--- src/rtl/quantize_writeback_pkg.sv ---
`default_nettype none
// +--------------------------------------------------------------------------+
// | quantize_writeback_pkg                                                   |
// | Shared defaults, FSM state type and sizing helper for the writeback slice|
// | Rev 1.0                                                                  |
// +--------------------------------------------------------------------------+
package quantize_writeback_pkg;

  localparam int QWB_ARRAY_SIZE        = 32;
  localparam int QWB_OUTPUT_DATA_WIDTH = 16;
  localparam int QWB_SRAM_DATA_WIDTH   = 32;
  localparam int QWB_ADDR_WIDTH        = 10;

  typedef enum logic [0:0] {
    ST_IDLE  = 1'b0,
    ST_WRITE = 1'b1
  } qwb_state_e;

  // Counter width for n values; never narrower than one bit.
  function automatic int qwb_cnt_width(input int n);
    return (n > 1) ? $clog2(n) : 1;
  endfunction

endpackage

`default_nettype wire

--- src/rtl/qwb_word_mux.sv ---
`default_nettype none
// +--------------------------------------------------------------------------+
// | qwb_word_mux                                                             |
// | Selects one packed SRAM word out of a buffered row of quantized elements.|
// | Rev 1.0                                                                  |
// +--------------------------------------------------------------------------+
module qwb_word_mux
  import quantize_writeback_pkg::*;
#(
  parameter int ARRAY_SIZE        = QWB_ARRAY_SIZE,
  parameter int OUTPUT_DATA_WIDTH = QWB_OUTPUT_DATA_WIDTH,
  parameter int SRAM_DATA_WIDTH   = QWB_SRAM_DATA_WIDTH
) (
  input  logic [ARRAY_SIZE*OUTPUT_DATA_WIDTH-1:0]                           row,
  input  logic [qwb_cnt_width(ARRAY_SIZE/(SRAM_DATA_WIDTH/OUTPUT_DATA_WIDTH))-1:0] sel,
  output logic [SRAM_DATA_WIDTH-1:0]                                        word
);

  localparam int EPW = SRAM_DATA_WIDTH / OUTPUT_DATA_WIDTH;
  localparam int WPR = ARRAY_SIZE / EPW;

  logic [SRAM_DATA_WIDTH-1:0] w_words [WPR];

  // Element k*EPW+j lands in word k, lane j (lane 0 in the low bits).
  for (genvar k = 0; k < WPR; k++) begin : g_word
    for (genvar j = 0; j < EPW; j++) begin : g_elem
      assign w_words[k][j*OUTPUT_DATA_WIDTH +: OUTPUT_DATA_WIDTH] =
        row[(k*EPW+j)*OUTPUT_DATA_WIDTH +: OUTPUT_DATA_WIDTH];
    end
  end

  assign word = w_words[sel];

endmodule

`default_nettype wire

--- src/rtl/quantize_writeback.sv ---
`default_nettype none
// +--------------------------------------------------------------------------+
// | quantize_writeback                                                       |
// | Accepts quantized rows and streams them to SRAM one packed word a cycle. |
// | Rev 1.0                                                                  |
// +--------------------------------------------------------------------------+
module quantize_writeback
  import quantize_writeback_pkg::*;
#(
  parameter int ARRAY_SIZE        = QWB_ARRAY_SIZE,
  parameter int OUTPUT_DATA_WIDTH = QWB_OUTPUT_DATA_WIDTH,
  parameter int SRAM_DATA_WIDTH   = QWB_SRAM_DATA_WIDTH,
  parameter int ADDR_WIDTH        = QWB_ADDR_WIDTH
) (
  input  logic                                    clk,
  input  logic                                    rst_n,
  input  logic                                    start,
  input  logic [ADDR_WIDTH-1:0]                   cfg_base_addr,
  input  logic                                    in_valid,
  output logic                                    in_ready,
  input  logic                                    in_last,
  input  logic [ARRAY_SIZE*OUTPUT_DATA_WIDTH-1:0] in_data,
  output logic                                    sram_we,
  output logic [ADDR_WIDTH-1:0]                   sram_waddr,
  output logic [SRAM_DATA_WIDTH-1:0]              sram_wdata,
  output logic                                    busy,
  output logic                                    done
);

  localparam int EPW   = SRAM_DATA_WIDTH / OUTPUT_DATA_WIDTH;
  localparam int WPR   = ARRAY_SIZE / EPW;
  localparam int CNT_W = qwb_cnt_width(WPR);
  localparam logic [CNT_W-1:0] c_last_word = CNT_W'(WPR - 1);

  qwb_state_e                              r_state;
  qwb_state_e                              w_state_nxt;
  logic [ADDR_WIDTH-1:0]                   r_wr_ptr;
  logic [CNT_W-1:0]                        r_word_cnt;
  logic                                    r_last_q;
  logic [ARRAY_SIZE*OUTPUT_DATA_WIDTH-1:0] r_row;
  logic                                    r_sram_we;
  logic [ADDR_WIDTH-1:0]                   r_sram_waddr;
  logic [SRAM_DATA_WIDTH-1:0]              r_sram_wdata;
  logic                                    r_done;
  logic [SRAM_DATA_WIDTH-1:0]              w_word;
  logic                                    w_final;
  logic                                    w_in_ready;
  logic                                    w_accept;

  // Ready on the final word too, so a waiting row follows with no bubble.
  assign w_final    = (r_state == ST_WRITE) && (r_word_cnt == c_last_word);
  assign w_in_ready = !start && ((r_state == ST_IDLE) || w_final);
  assign w_accept   = in_valid && w_in_ready;

  qwb_word_mux #(
    .ARRAY_SIZE        (ARRAY_SIZE),
    .OUTPUT_DATA_WIDTH (OUTPUT_DATA_WIDTH),
    .SRAM_DATA_WIDTH   (SRAM_DATA_WIDTH)
  ) u_word_mux (
    .row  (r_row),
    .sel  (r_word_cnt),
    .word (w_word)
  );

  always_ff @(posedge clk or negedge rst_n) begin
    if (!rst_n) begin
      r_state <= ST_IDLE;
    end else begin
      r_state <= w_state_nxt;
    end
  end

  always_comb begin
    w_state_nxt = r_state;
    case (r_state)
      ST_IDLE:  if (w_accept) w_state_nxt = ST_WRITE;
      ST_WRITE: if (w_final && !w_accept) w_state_nxt = ST_IDLE;
      default:  w_state_nxt = ST_IDLE;
    endcase
  end

  always_ff @(posedge clk or negedge rst_n) begin
    if (!rst_n) begin
      r_wr_ptr     <= '0;
      r_word_cnt   <= '0;
      r_last_q     <= 1'b0;
      r_row        <= '0;
      r_sram_we    <= 1'b0;
      r_sram_waddr <= '0;
      r_sram_wdata <= '0;
      r_done       <= 1'b0;
    end else begin
      if (r_state == ST_IDLE) begin
        r_sram_we <= 1'b0;
        r_done    <= 1'b0;
        if (start) r_wr_ptr <= cfg_base_addr;
      end else begin
        r_sram_we    <= 1'b1;
        r_sram_waddr <= r_wr_ptr;
        r_sram_wdata <= w_word;
        r_wr_ptr     <= r_wr_ptr + ADDR_WIDTH'(1);
        r_word_cnt   <= w_final ? '0 : r_word_cnt + CNT_W'(1);
        r_done       <= w_final && r_last_q;
      end
      if (w_accept) begin
        r_row      <= in_data;
        r_last_q   <= in_last;
        r_word_cnt <= '0;
      end
    end
  end

  assign in_ready   = w_in_ready;
  assign sram_we    = r_sram_we;
  assign sram_waddr = r_sram_waddr;
  assign sram_wdata = r_sram_wdata;
  assign busy       = (r_state == ST_WRITE);
  assign done       = r_done;

endmodule

`default_nettype wire

--- config.mk ---
export PLATFORM = sky130hd
export DESIGN_NAME = quantize_writeback
export DESIGN_NICKNAME = d
export VERILOG_FILES = /design/src/rtl/quantize_writeback_pkg.sv /design/src/rtl/qwb_word_mux.sv /design/src/rtl/quantize_writeback.sv
export SDC_FILE = /design/constraint.sdc
export NUM_CORES = 1
export LEC_CHECK = 0
export CELL_PAD_IN_SITES_DETAIL_PLACEMENT = 1
export CELL_PAD_IN_SITES_GLOBAL_PLACEMENT = 1
export CORE_MARGIN = 5
export CORE_UTILIZATION = 40
export DETAILED_ROUTE_END_ITERATION = 6
export PLACE_DENSITY = 0.89
export SLEW_MARGIN = 0
export SYNTH_ARGS = -nofsm -noshare
export SYNTH_HDL_FRONTEND = slang
export SYNTH_SLANG_ARGS = --single-unit
--- constraint.sdc ---
create_clock -name clk -period 2.1 [get_ports clk]
set_input_delay 0.42 -clock clk [delete_from_list [all_inputs] [get_ports clk]]
set_output_delay 0.42 -clock clk [all_outputs]
set_load 0.02 [all_outputs]
==> impl_results.md <==
- Number of antenna-violating nets in the routed design: 0
- Startpoint class of the critical path: flip-flop
- Cells on worst reg2reg path: 8
- Slew at the pin closest to its max-slew limit: 0.514 ns
- Cell types with the largest area share after synthesis: sky130_fd_sc_hd__dfrtp_1, sky130_fd_sc_hd__mux2_2, sky130_fd_sc_hd__mux2_1
- Highest achievable clock rate: 450 MHz
- Later-pin clock latency in the skew report: 0.60 ns
- Leak: 15.1 nW
- Number of antenna violations at the first check in global routing: 14
- Final worst clock skew: 0.0272 ns
- Share of the core filled with cells: 57.1%
- Number of flip-flops and latches in the synthesized netlist: 572
- Placed cell areas: 0.0329 mm^2
- Fraction of registers with async set or reset after synthesis: 100%
- Remaining design rule violation count: 0
- Yosys warnings: 0
- TritonCTS clock tree: done
- Via count: 18,400
- Number of enable-type register cells in the synthesized netlist: 0
- Unrepaired setup endpoints after global routing: true
- Final period demand of the worst path: 2.22 ns
- Final Power: 56.5 mW
- Area share of the largest cell type after synthesis: 55.9%
- Flip-flop cell with the highest count after synthesis: sky130_fd_sc_hd__dfrtp_1
- Synthesized netlist net count: 2,242
- Buffers added on ports: 572
- Arrival time reported for the critical path endpoint: 2.67 ns
- Worst flop-to-flop path endpoint: sram_wdata[23]
- Biggest fanout along the worst timing path: 12
- Syn avg cell area: 15.0 um^2
- Starting density of the core: 40.5%
- Growth of design area from synthesis to finish: 41.2%
- Startpoint of the worst register-to-register path: r_word_cnt[0]
- Final number of setup-violating endpoints: 18
- Type of the tightest min-delay check: primary input to asynchronous set/reset pin
- Remaining global-route overflow: 0
- Initial DRC count: 1,233
- Final Hold Viols: 0
- Leading cell type by number of instances after synthesis: sky130_fd_sc_hd__dfrtp_1
- Global-route usage over all layers: 26.6%
- Number of buffers added by the clock tree synthesis step: 66
- Classification of the worst setup path: flip-flop to flip-flop
- Cell area after layout: 0.0362 mm^2
- Maximum ir drop on the vdd rail: 712 uV
- Half-perimeter wire length of the detailed placement result: 68,200 um
- Max-capacitance violation count: 0
- Violations in the final reports: setup timing
- DIE WIDTH: 263 um
- Worst setup slack before clock tree synthesis: -0.289 ns
- Final slew viol count: 0
- Number of filler instances in the final layout: 5,934
- # nets final: 2,907
- Fin Setup TNS: -0.319 ns
- Critical Path RT: 2.55 ns
- Relative max-transition margin: 65.8%
- # H-tree levels: 3
- Register-to-Register Setup Slack: -0.12 ns
- Synth unique cells: 33
- I/O pin count: 573
- Ratio of cells with drive above 1 in the final layout: 28.7%
- Worst slack on hold paths: 0.329 ns
- Post-route clock period utilization: 106%
- Routability congestion estimate: 0.860
- Die ar.: 0.0692 mm^2
- Placed insts: 3,129
- Via density: 5.61
- Wire length of the first global-routing pass: 140,000 um
- Number of cells in the finished layout apart from fillers: 3,279
- Clock transition at the registers of the reported paths: 0.06 ns
- Number of clock sinks: 572
- Sequential Area: 0.0143 mm^2
- Leading post-synthesis cells by instance count: sky130_fd_sc_hd__dfrtp_1, sky130_fd_sc_hd__mux2_2, sky130_fd_sc_hd__mux2_1, sky130_fd_sc_hd__mux2i_1, sky130_fd_sc_hd__a211oi_1
- Final WS setup: -0.122 ns
- Cell type with the highest aggregate area in the netlist: sky130_fd_sc_hd__dfrtp_1
- Crit path capture type: flip-flop
- Portion of the post-synthesis area used by sequential elements: 55.9%
- Result of the run: finished, violations left
- Post-detailed-routing wire length: 101,000 um
- Average wire length per cell after detail routing: 30.9 um
- Standard-cell rows: 92
- Drt pass-1 iters: 5
- Mapped Cells: 1,713
- Standard cell core area: 0.0633 mm^2
- Multi-input combinational cell area: 0.0108 mm^2
- Clock buffer depth: 3
- Clock tree root buffer cell: sky130_fd_sc_hd__clkbuf_16
- Power Density: 1560 mW/mm^2
- Mapped cell area: 0.0256 mm^2
- Floorplan die height: 263 um
- Number of global-route vias before repair: 20,900
- Maximum number of pins on one net before global-route repair: 82
## state kept, by name, summed over array words and instances, names as in the netlist
register	flops
r_row	512
sram_wdata	32
r_wr_ptr	10
sram_waddr	10
r_word_cnt	4
busy	1
done	1
r_last_q	1
sram_we	1
## metal layers
layer / GRT usage (%) / wire [um] / vias to the layer above
li1: - / - / 7654
met1: 32.5 / 39000 / 9671
met2: 46.3 / 52100 / 832
met3: 5.31 / 5390 / 242
met4: 11.1 / 4800 / 8
met5: 0 / 58 / -
## cell families after synthesis
kind of cell             after synthesis  share of synthesized area [%]
AO/OA/AOI/OAI                        151                           3.99
XOR/XNOR                               9                          0.308
adder cells (fa/ha/maj)                2                         0.0976
buffers and inverters                125                           3.45
flip-flops                           572                           55.9
multiplexers                         719                           33.8
AND/OR/NAND/NOR                      135                           2.54
## where the power goes
part	switching, mW	internal [mW]
clock	4.84	6.88
sequential	3.94	16.7
combinational	11.7	12.5
## what timing repair did
action,CTS,global route
resized for setup,59,75
buffers inserted,3,5
endpoints found under the setup margin,250,426
endpoints found under the hold margin,29,0
pin swaps,3,8
gates cloned,2,16
hold buffers,1,0
## critical path: stages (launching register included)
cell and delay, ns:
sky130_fd_sc_hd__dfrtp_4 0.45, sky130_fd_sc_hd__buf_12 0.19, sky130_fd_sc_hd__buf_4 0.18, sky130_fd_sc_hd__bufbuf_16 0.31, sky130_fd_sc_hd__mux2i_1 0.29, sky130_fd_sc_hd__o22ai_1 0.19
sky130_fd_sc_hd__nor2_1 0.21, sky130_fd_sc_hd__buf_4 0.19, sky130_fd_sc_hd__a211oi_2 0.07
## layout by cell type, fill, tap and decap left out, types with 11 or more instances in the layout
master	netlist	routed
sky130_fd_sc_hd__mux2i_1	132	129
sky130_fd_sc_hd__clkbuf_1	38	13
sky130_fd_sc_hd__buf_4	39	73
sky130_fd_sc_hd__buf_16	0	12
sky130_fd_sc_hd__mux2_4	0	13
sky130_fd_sc_hd__clkdlybuf4s50_1	0	563
sky130_fd_sc_hd__mux4_2	64	64
sky130_fd_sc_hd__mux2_2	316	305
sky130_fd_sc_hd__dfrtp_1	572	569
sky130_fd_sc_hd__clkbuf_16	0	82
sky130_fd_sc_hd__and2_1	32	26
sky130_fd_sc_hd__o22ai_1	65	56
sky130_fd_sc_hd__a211oi_1	71	42
sky130_fd_sc_hd__nor2_1	67	62
sky130_fd_sc_hd__diode_2	0	11
sky130_fd_sc_hd__buf_6	24	17
sky130_fd_sc_hd__buf_12	2	29
sky130_fd_sc_hd__mux2_1	207	205
sky130_fd_sc_hd__a211oi_2	0	26
## worst max-delay path by stage
stage | start | to | slack (ns) | cells after the start
final | r_word_cnt[0] | sram_wdata[23] | -0.12 | 8
after global routing | r_word_cnt[0] | sram_wdata[23] | -0.14 | 8
after CTS | r_word_cnt[0] | sram_wdata[22] | -0.04 | 7
after detailed placement | r_word_cnt[0] | sram_wdata[22] | -0.29 | 7
after global placement | r_word_cnt[0] | sram_wdata[22] | -0.28 | 7
after floorplan | busy | r_row[479] | 0.04 | 8
## cell type report
cell class	instances	area share (%)
Clock buffer	92	5.29
Antenna cell	11	0.0761
Timing Repair Buffer	721	21.6
Multi-Input combinational cell	1016	29.9
Tap cell	846	2.93
Inverter	1	0.0104
Clock inverter	20	0.705
Sequential cell	572	39.6
Note: power is estimated with default switching activity, not from simulation.
